==> config.mk <==
export PLATFORM = sky130hd
export DESIGN_NAME = r3_triplet_gather
export DESIGN_NICKNAME = d
export VERILOG_FILES = /design/src/rtl/r3_triplet_gather.sv
export SDC_FILE = /design/constraint.sdc
export NUM_CORES = 1
export LEC_CHECK = 0
export ABC_AREA = 0
export ABC_CLOCK_PERIOD_IN_PS = 3000
export CORE_ASPECT_RATIO = 1.25
export CORE_MARGIN = 3
export CORE_UTILIZATION = 35
export CTS_BUF_LIST = sky130_fd_sc_hd__clkbuf_8
export CTS_CLUSTER_DIAMETER = 80
export DETAILED_ROUTE_END_ITERATION = 12
export GPL_ROUTABILITY_DRIVEN = 0
export PLACE_DENSITY = 0.65
export SYNTH_ARGS = -nofsm -noshare
export SYNTH_HDL_FRONTEND = slang
export SYNTH_SLANG_ARGS = --single-unit
==> constraint.sdc <==
create_clock -name clk -period 3 [get_ports clk]
set_input_delay 0.6 -clock clk [delete_from_list [all_inputs] [get_ports clk]]
set_output_delay 0.6 -clock clk [all_outputs]
set_load 0.005 [all_outputs]
==> src/rtl/r3_triplet_gather.sv <==
// r3_triplet_gather: radix-3 FFT input stage. Collects three consecutive
// serial complex samples into one parallel triplet (x0 oldest, x2 newest),
// with valid/ready on both sides and frame-position tracking (out_idx,
// out_last). The optional per-sample 1/2 prescale is enabled by defining
// the macro R3_PRESCALE_EN.
module r3_triplet_gather #(
  parameter int DW = 32,
  parameter int N  = 27,
  parameter int IW = 8
) (
  input  logic          clk,
  input  logic          rst_n,
  input  logic          flush,
  input  logic          in_valid,
  output logic          in_ready,
  input  logic [DW-1:0] in_data,
  output logic          out_valid,
  input  logic          out_ready,
  output logic [DW-1:0] x0,
  output logic [DW-1:0] x1,
  output logic [DW-1:0] x2,
  output logic [IW-1:0] out_idx,
  output logic          out_last
);

  localparam int HW = DW / 2;
  localparam int NT = N / 3;
  localparam logic [IW-1:0] TLAST = IW'(NT - 1);

`ifdef R3_PRESCALE_EN
  // (v + 1) >>> 1 in one extra bit: round half up, result always fits HW bits
  function automatic logic [HW-1:0] half_round(input logic signed [HW-1:0] v);
    logic signed [HW:0] w;
    w = $signed({v[HW-1], v}) + $signed((HW+1)'(1));
    w = w >>> 1;
    return w[HW-1:0];
  endfunction

  function automatic logic [DW-1:0] prescale(input logic [DW-1:0] d);
    return {half_round(d[DW-1:HW]), half_round(d[HW-1:0])};
  endfunction
`else
  function automatic logic [DW-1:0] prescale(input logic [DW-1:0] d);
    return d;
  endfunction
`endif

  logic [1:0]    slot_q, slot_d;
  logic [IW-1:0] tidx_q, tidx_d;
  logic [DW-1:0] s0_q, s0_d, s1_q, s1_d;
  logic [DW-1:0] x0_q, x0_d, x1_q, x1_d, x2_q, x2_d;
  logic [IW-1:0] idx_q, idx_d;
  logic          last_q, last_d;
  logic          vld_q, vld_d;
  logic [DW-1:0] samp;
  logic          accept;
  logic          drain;

  // Only the slot-2 sample needs room in the output register; flush always
  // accepts (and discards) so the upstream is never blocked while clearing.
  assign in_ready = flush || !(slot_q == 2'd2 && vld_q && !out_ready);
  assign accept   = in_valid && in_ready && !flush;
  assign drain    = vld_q && out_ready;
  assign samp     = prescale(in_data);

  // Next-state: slot sequencing, partial-triplet capture, output register load
  always_comb begin
    slot_d = slot_q;
    tidx_d = tidx_q;
    s0_d   = s0_q;
    s1_d   = s1_q;
    x0_d   = x0_q;
    x1_d   = x1_q;
    x2_d   = x2_q;
    idx_d  = idx_q;
    last_d = last_q;
    vld_d  = vld_q;
    if (flush) begin
      slot_d = 2'd0;
      tidx_d = '0;
      vld_d  = 1'b0;
    end else begin
      if (drain) vld_d = 1'b0;
      if (accept) begin
        case (slot_q)
          2'd0: begin
            s0_d   = samp;
            slot_d = 2'd1;
          end
          2'd1: begin
            s1_d   = samp;
            slot_d = 2'd2;
          end
          default: begin
            // Loading here overrides a same-cycle drain: no bubble
            x0_d   = s0_q;
            x1_d   = s1_q;
            x2_d   = samp;
            idx_d  = tidx_q;
            last_d = (tidx_q == TLAST);
            vld_d  = 1'b1;
            tidx_d = (tidx_q == TLAST) ? '0 : tidx_q + IW'(1);
            slot_d = 2'd0;
          end
        endcase
      end
    end
  end

  // State and output registers, cleared asynchronously
  always_ff @(posedge clk or negedge rst_n) begin
    if (!rst_n) begin
      slot_q <= 2'd0;
      tidx_q <= '0;
      s0_q   <= '0;
      s1_q   <= '0;
      x0_q   <= '0;
      x1_q   <= '0;
      x2_q   <= '0;
      idx_q  <= '0;
      last_q <= 1'b0;
      vld_q  <= 1'b0;
    end else begin
      slot_q <= slot_d;
      tidx_q <= tidx_d;
      s0_q   <= s0_d;
      s1_q   <= s1_d;
      x0_q   <= x0_d;
      x1_q   <= x1_d;
      x2_q   <= x2_d;
      idx_q  <= idx_d;
      last_q <= last_d;
      vld_q  <= vld_d;
    end
  end

  assign out_valid = vld_q;
  assign x0        = x0_q;
  assign x1        = x1_q;
  assign x2        = x2_q;
  assign out_idx   = idx_q;
  assign out_last  = last_q;

endmodule

Word level (Yosys, flattened, before mapping)
Cells that the tools add are included.
Storage, ports and cells
  bits in registers: 180
  input port bits: 37
  output and inout bits: 107
  word-level logic and storage cells: 44
Cells by class
  add/subtract/negate cells: 1
  eq/ne operators: 4
  muxes and demuxes: 11
  bitwise logic cells: 2
  reductions and logical operators: 16
Operators by type and width (number)
  two-way mux 8 bit: 4
  AND reduction 3 bit: 3
  adder 8 x 1 -> 8 bit, second input constant: 1
  == test 8 x 4 -> 1 bit, second input constant: 1
  logical AND 1 bit: 5
  two-way mux 1 bit: 4
  two-way mux 2 bit: 2
  one-hot mux 2 bit (2 select lines): 1
  logical NOT 1 bit: 3
  == test 2 x 1 -> 1 bit, second input constant: 1
  == test 2 bit, second input constant: 1
  logical NOT 2 bit: 1
  != test 2 x 1 -> 1 bit, second input constant: 1
  inverter 1 bit: 2
  AND reduction 2 bit: 1
  nonzero test 2 bit: 1
  OR reduction 2 bit: 1
  logical OR 1 bit: 1

Depth between registers and ports, before layout
  word-level depth: 9
  depth in mapped cells: 8
  mapped depth without buffers: 6

Worst setup path after synthesis
OpenSTA, ideal clock, no wires.
  path kind: in2reg
  from: input out_ready
  to: register tidx_q[7]
  library setup time: 126 ps
  arrival: 1839 ps
  required time: 2874 ps
  setup slack: 1035 ps
  stages: 6
  buffers on the path: 2
  path through: or3b_1 and3_1 buf_2 buf_6 and2_1 a221o_1
On the way
  cells in the longest elaborated chain, start to end: 8
RTL lines
  start: declaration: RTL line 18  | input logic out_ready,
  logical NOT 1 bit: RTL line 61  | assign in_ready = flush || !(slot_q == 2'd2 && vld_q && !out_ready);
  logical AND 1 bit: RTL line 61
  logical NOT 1 bit: RTL line 61
  logical OR 1 bit: RTL line 61
  logical AND 1 bit (2 in series): RTL line 62  | assign accept = in_valid && in_ready && !flush;
  nonzero test 2 bit (no source line)
  AND reduction 2 bit (no source line)
  end signal: assignment: RTL line 125  | tidx_q <= tidx_d;
  end: declaration: RTL line 49  | logic [IW-1:0] tidx_q, tidx_d;
Every way passes these cells.
A chain may end at the register's enable or synchronous reset.

Worst setup path in the final report
  from: input flush
  to: output in_ready
On the way
  cells in the longest elaborated chain, start to end: 1
RTL lines
  start: declaration: RTL line 13  | input logic flush,
  logical OR 1 bit: RTL line 61
  end: declaration: RTL line 15  | output logic in_ready,
Every way passes these cells.

==> metrics <==
maximum vdd drop between 0.3 and 0.4 mV; setup bufs post-CTS 0; sequential share of the synthesized area 65.6%; CP max FO 8; Max Clk Rate 394 MHz; Reg2Reg Depth 4; CTS Buf Count 17; largest net degree at the start of global routing 97; I/O pin total about 140; initial antenna violation count 0; final wirelength 13.7 mm; Buf/Inv on CP 2; Die Area 21,400 um^2; htree depth 4; Worst Skew about 0.0096 ns; CP max stage cell clkdlybuf4s50_1; root buffer cell clkbuf_8; Final Critical Period 2.54 ns; Final Cell Area approximately 9100 um^2; reg2reg end x0[14]; Post-Syn Area between 6000 and 7000 um^2; 1st-iter DRT viols roughly 150; max_cap viols 0; crit path launch flush; fin crit share 84.6%; Worst-Margin Slew 0.518 ns; Pins Over Slew Limit 0; arrival time at the worst endpoint 1.94 ns; Leak roughly 4 nW; Synth Register Bits 180; yosys warns 0; crit-path most repeated cell clkdlybuf4s50_1; final hold vios 0; clk slew on worst S/H paths ~0.090 ns; status finished clean; Synth Instances roughly 430; Port Buffers roughly 140; Finish-stage setup viols 0; post-synth net total between 400 and 500; Setup crit start kind input port; Resize count post-CTS 0; CP Cell Sequence clkdlybuf4s50_1 -> nor2b_1 -> nand2_1 -> clkdlybuf4s50_1; Yosys top cell by area dfrtp_1; All-Layer GR Usage 13.3%; first drt pass iteration count 4; CTS tree yes; first-pass GRT wire length 22.9 mm; worst hold path type input port to asynchronous set/reset pin; DP Area roughly 8600 um^2; RSZ-0062 raised after global routing false; clk buf depth 2; Yosys top cell area share about two thirds; Reg-to-Reg Start slot_q[0]; Avg WL per Cell roughly 16 um; global route overflow 0; Crit. End Element output port; total negative slack 0 ns; ant diodes 0; layout cells sized above 1 between 30% and 40%; Synth area leaders dfrtp_1 (66%), mux2_2 (22%), mux2_1 (5.2%); pwr dens about 790 nW/um^2; Starting Density roughly 36%; Reg2Reg Setup Slack 1.12 ns; Crit path largest cell delay ~0.64 ns; clk_lat worst skew 0.46 ns; Crit Path Class input port to output port; vias in the first global route roughly 4.4k; CTS Sinks 180; Hold-fix buffers, CTS 0; area grow syn2layout 32.0%; Slew headroom about two thirds; Crit path max-delay family buffers and inverters; Die Wd between 100 and 150 um; routed vias 3,981; Final ANT Viol Nets 0; Syn Area/Cell ~16 um^2; Die Ht between 150 and 200 um; Nets between 600 and 700; vias per cell 4.71; post-synth cell types 31; DRC viols 0; Std-Cell Rows 56; Core ar. approximately 19,000 um^2; post-DP HPWL just over 9 mm; CP Data Required Time between 2 and 2.5 ns
## worst register-to-register path, cell delays in order, from the launching register on
cell     delay [ns]
dfrtp_1        0.45
or3b_1         0.42
and3_4         0.27
buf_12         0.24
mux2_1         0.40
## cell type report
cell class / count / area, um^2
Timing Repair Buffer: 149 / 1550
Sequential cell: 180 / 4500
Multi-Input combinational cell: 222 / 2250
Tap cell: 261 / 327
Inverter: 2 / 7.51
Clock inverter: 13 / 169
Clock buffer: 19 / 262
Fill cell: 1689 / 9920
## cells in the final DEF (no fill, tap or decap), drive strengths merged
cell type / n
dfrtp: 180
a21oi: 2
xnor2: 1
or3b: 1
nor3b: 2
clkdlybuf4s50: 142
nor3: 2
mux2: 169
nor2b: 1
o21bai: 1
clkinvlp: 2
nand2: 5
ha: 2
a31oi: 6
nand2b: 2
and4: 1
and2: 2
bufinv: 3
nand3: 6
buf: 7
a22o: 1
nand4: 1
clkinv: 2
nand3b: 2
a41oi: 1
inv: 8
nor4b: 1
nand4b: 1
nor2: 7
and3: 3
a221o: 1
clkbuf: 19
o21ai: 1
## stage by stage
step	hold slack [ns]	power (W)	cells	utilization, %	setup WS, ns
floorplan	0.304	0.00416	425	-	1.04
CTS	0.132	0.00731	846	47.8	0.449
global route	0.126	0.00761	846	47.8	0.382
finish	0.151	0.00718	846	47.8	0.462
detailed placement	0.474	0.00551	814	45.5	0.353
global placement	0.463	0.00542	814	45.5	0.415
## power by group
group          internal [W]  switching (W)  leakage, nW
logic               0.00135       0.000549         1.42
clock network      0.000882       0.000884        0.217
registers           0.00314       0.000377         2.25
total               0.00537        0.00181         3.89
## kinds of logic (layout without fill, tap and decap cells)
family	count (synthesis)	count (layout)	share of synthesized area, %
xor+xnor	1	1	0.128
buf+inv	23	183	1.97
mux	169	169	27.7
simple gates	37	37	3.01
compound gates	13	13	1.27
flops	180	180	65.6
fa+ha+maj	2	2	0.364
## metal layers
layer  up-vias  routed length (um)  GRT usage, %  part of all wire (%)
li1       1805                   -             -                     -
met1      2054                5660          15.4                    41
met2       104                7060          22.9                    52
met3        18                 711          4.57                   5.2
met4         0                 251          5.30                   1.8
met5         -                   0             0                     0
## flip-flops by register name, indices dropped and copies added, names as in the netlist, 2 cells and up
signal   count
slot_q       2
s1_q        32
x0          32
x2          32
x1          32
s0_q        32
out_idx      8
tidx_q       8
## Yosys cell counts
library cell    n
xnor2_1         1
nand3_1         6
nor2_1          7
and4_1          1
o21ai_0         1
nand4_1         1
nand3b_1        2
or3b_1          1
ha_1            2
nor3b_1         2
and3_1          3
nor2b_1         1
nand4b_1        1
a22o_1          1
a31oi_1         6
mux2_2        137
and2_1          2
a221o_1         1
clkbuf_1        2
a41oi_1         1
dfrtp_1       180
o21bai_1        1
inv_1           2
nand2_1         5
a21oi_1         2
mux2_1         32
buf_6           4
nand2b_1        2
nor3_1          2
buf_2          15
nor4b_1         1
## worst max-delay path by stage
| stage | cells past startpoint | end | slack [ns] |
|---|---|---|---|
| 2_1_floorplan | 6 | tidx_q[7] | 1.04 |
| 3_3_place_gp | 5 | x2[17] | 0.42 |
| 3_5_place_dp | 5 | x1[19] | 0.35 |
| 4_1_cts | 4 | in_ready | 0.45 |
| 5_1_grt | 4 | in_ready | 0.38 |
| 6_report | 4 | in_ready | 0.46 |
Note: power is estimated with default switching activity, not from simulation.
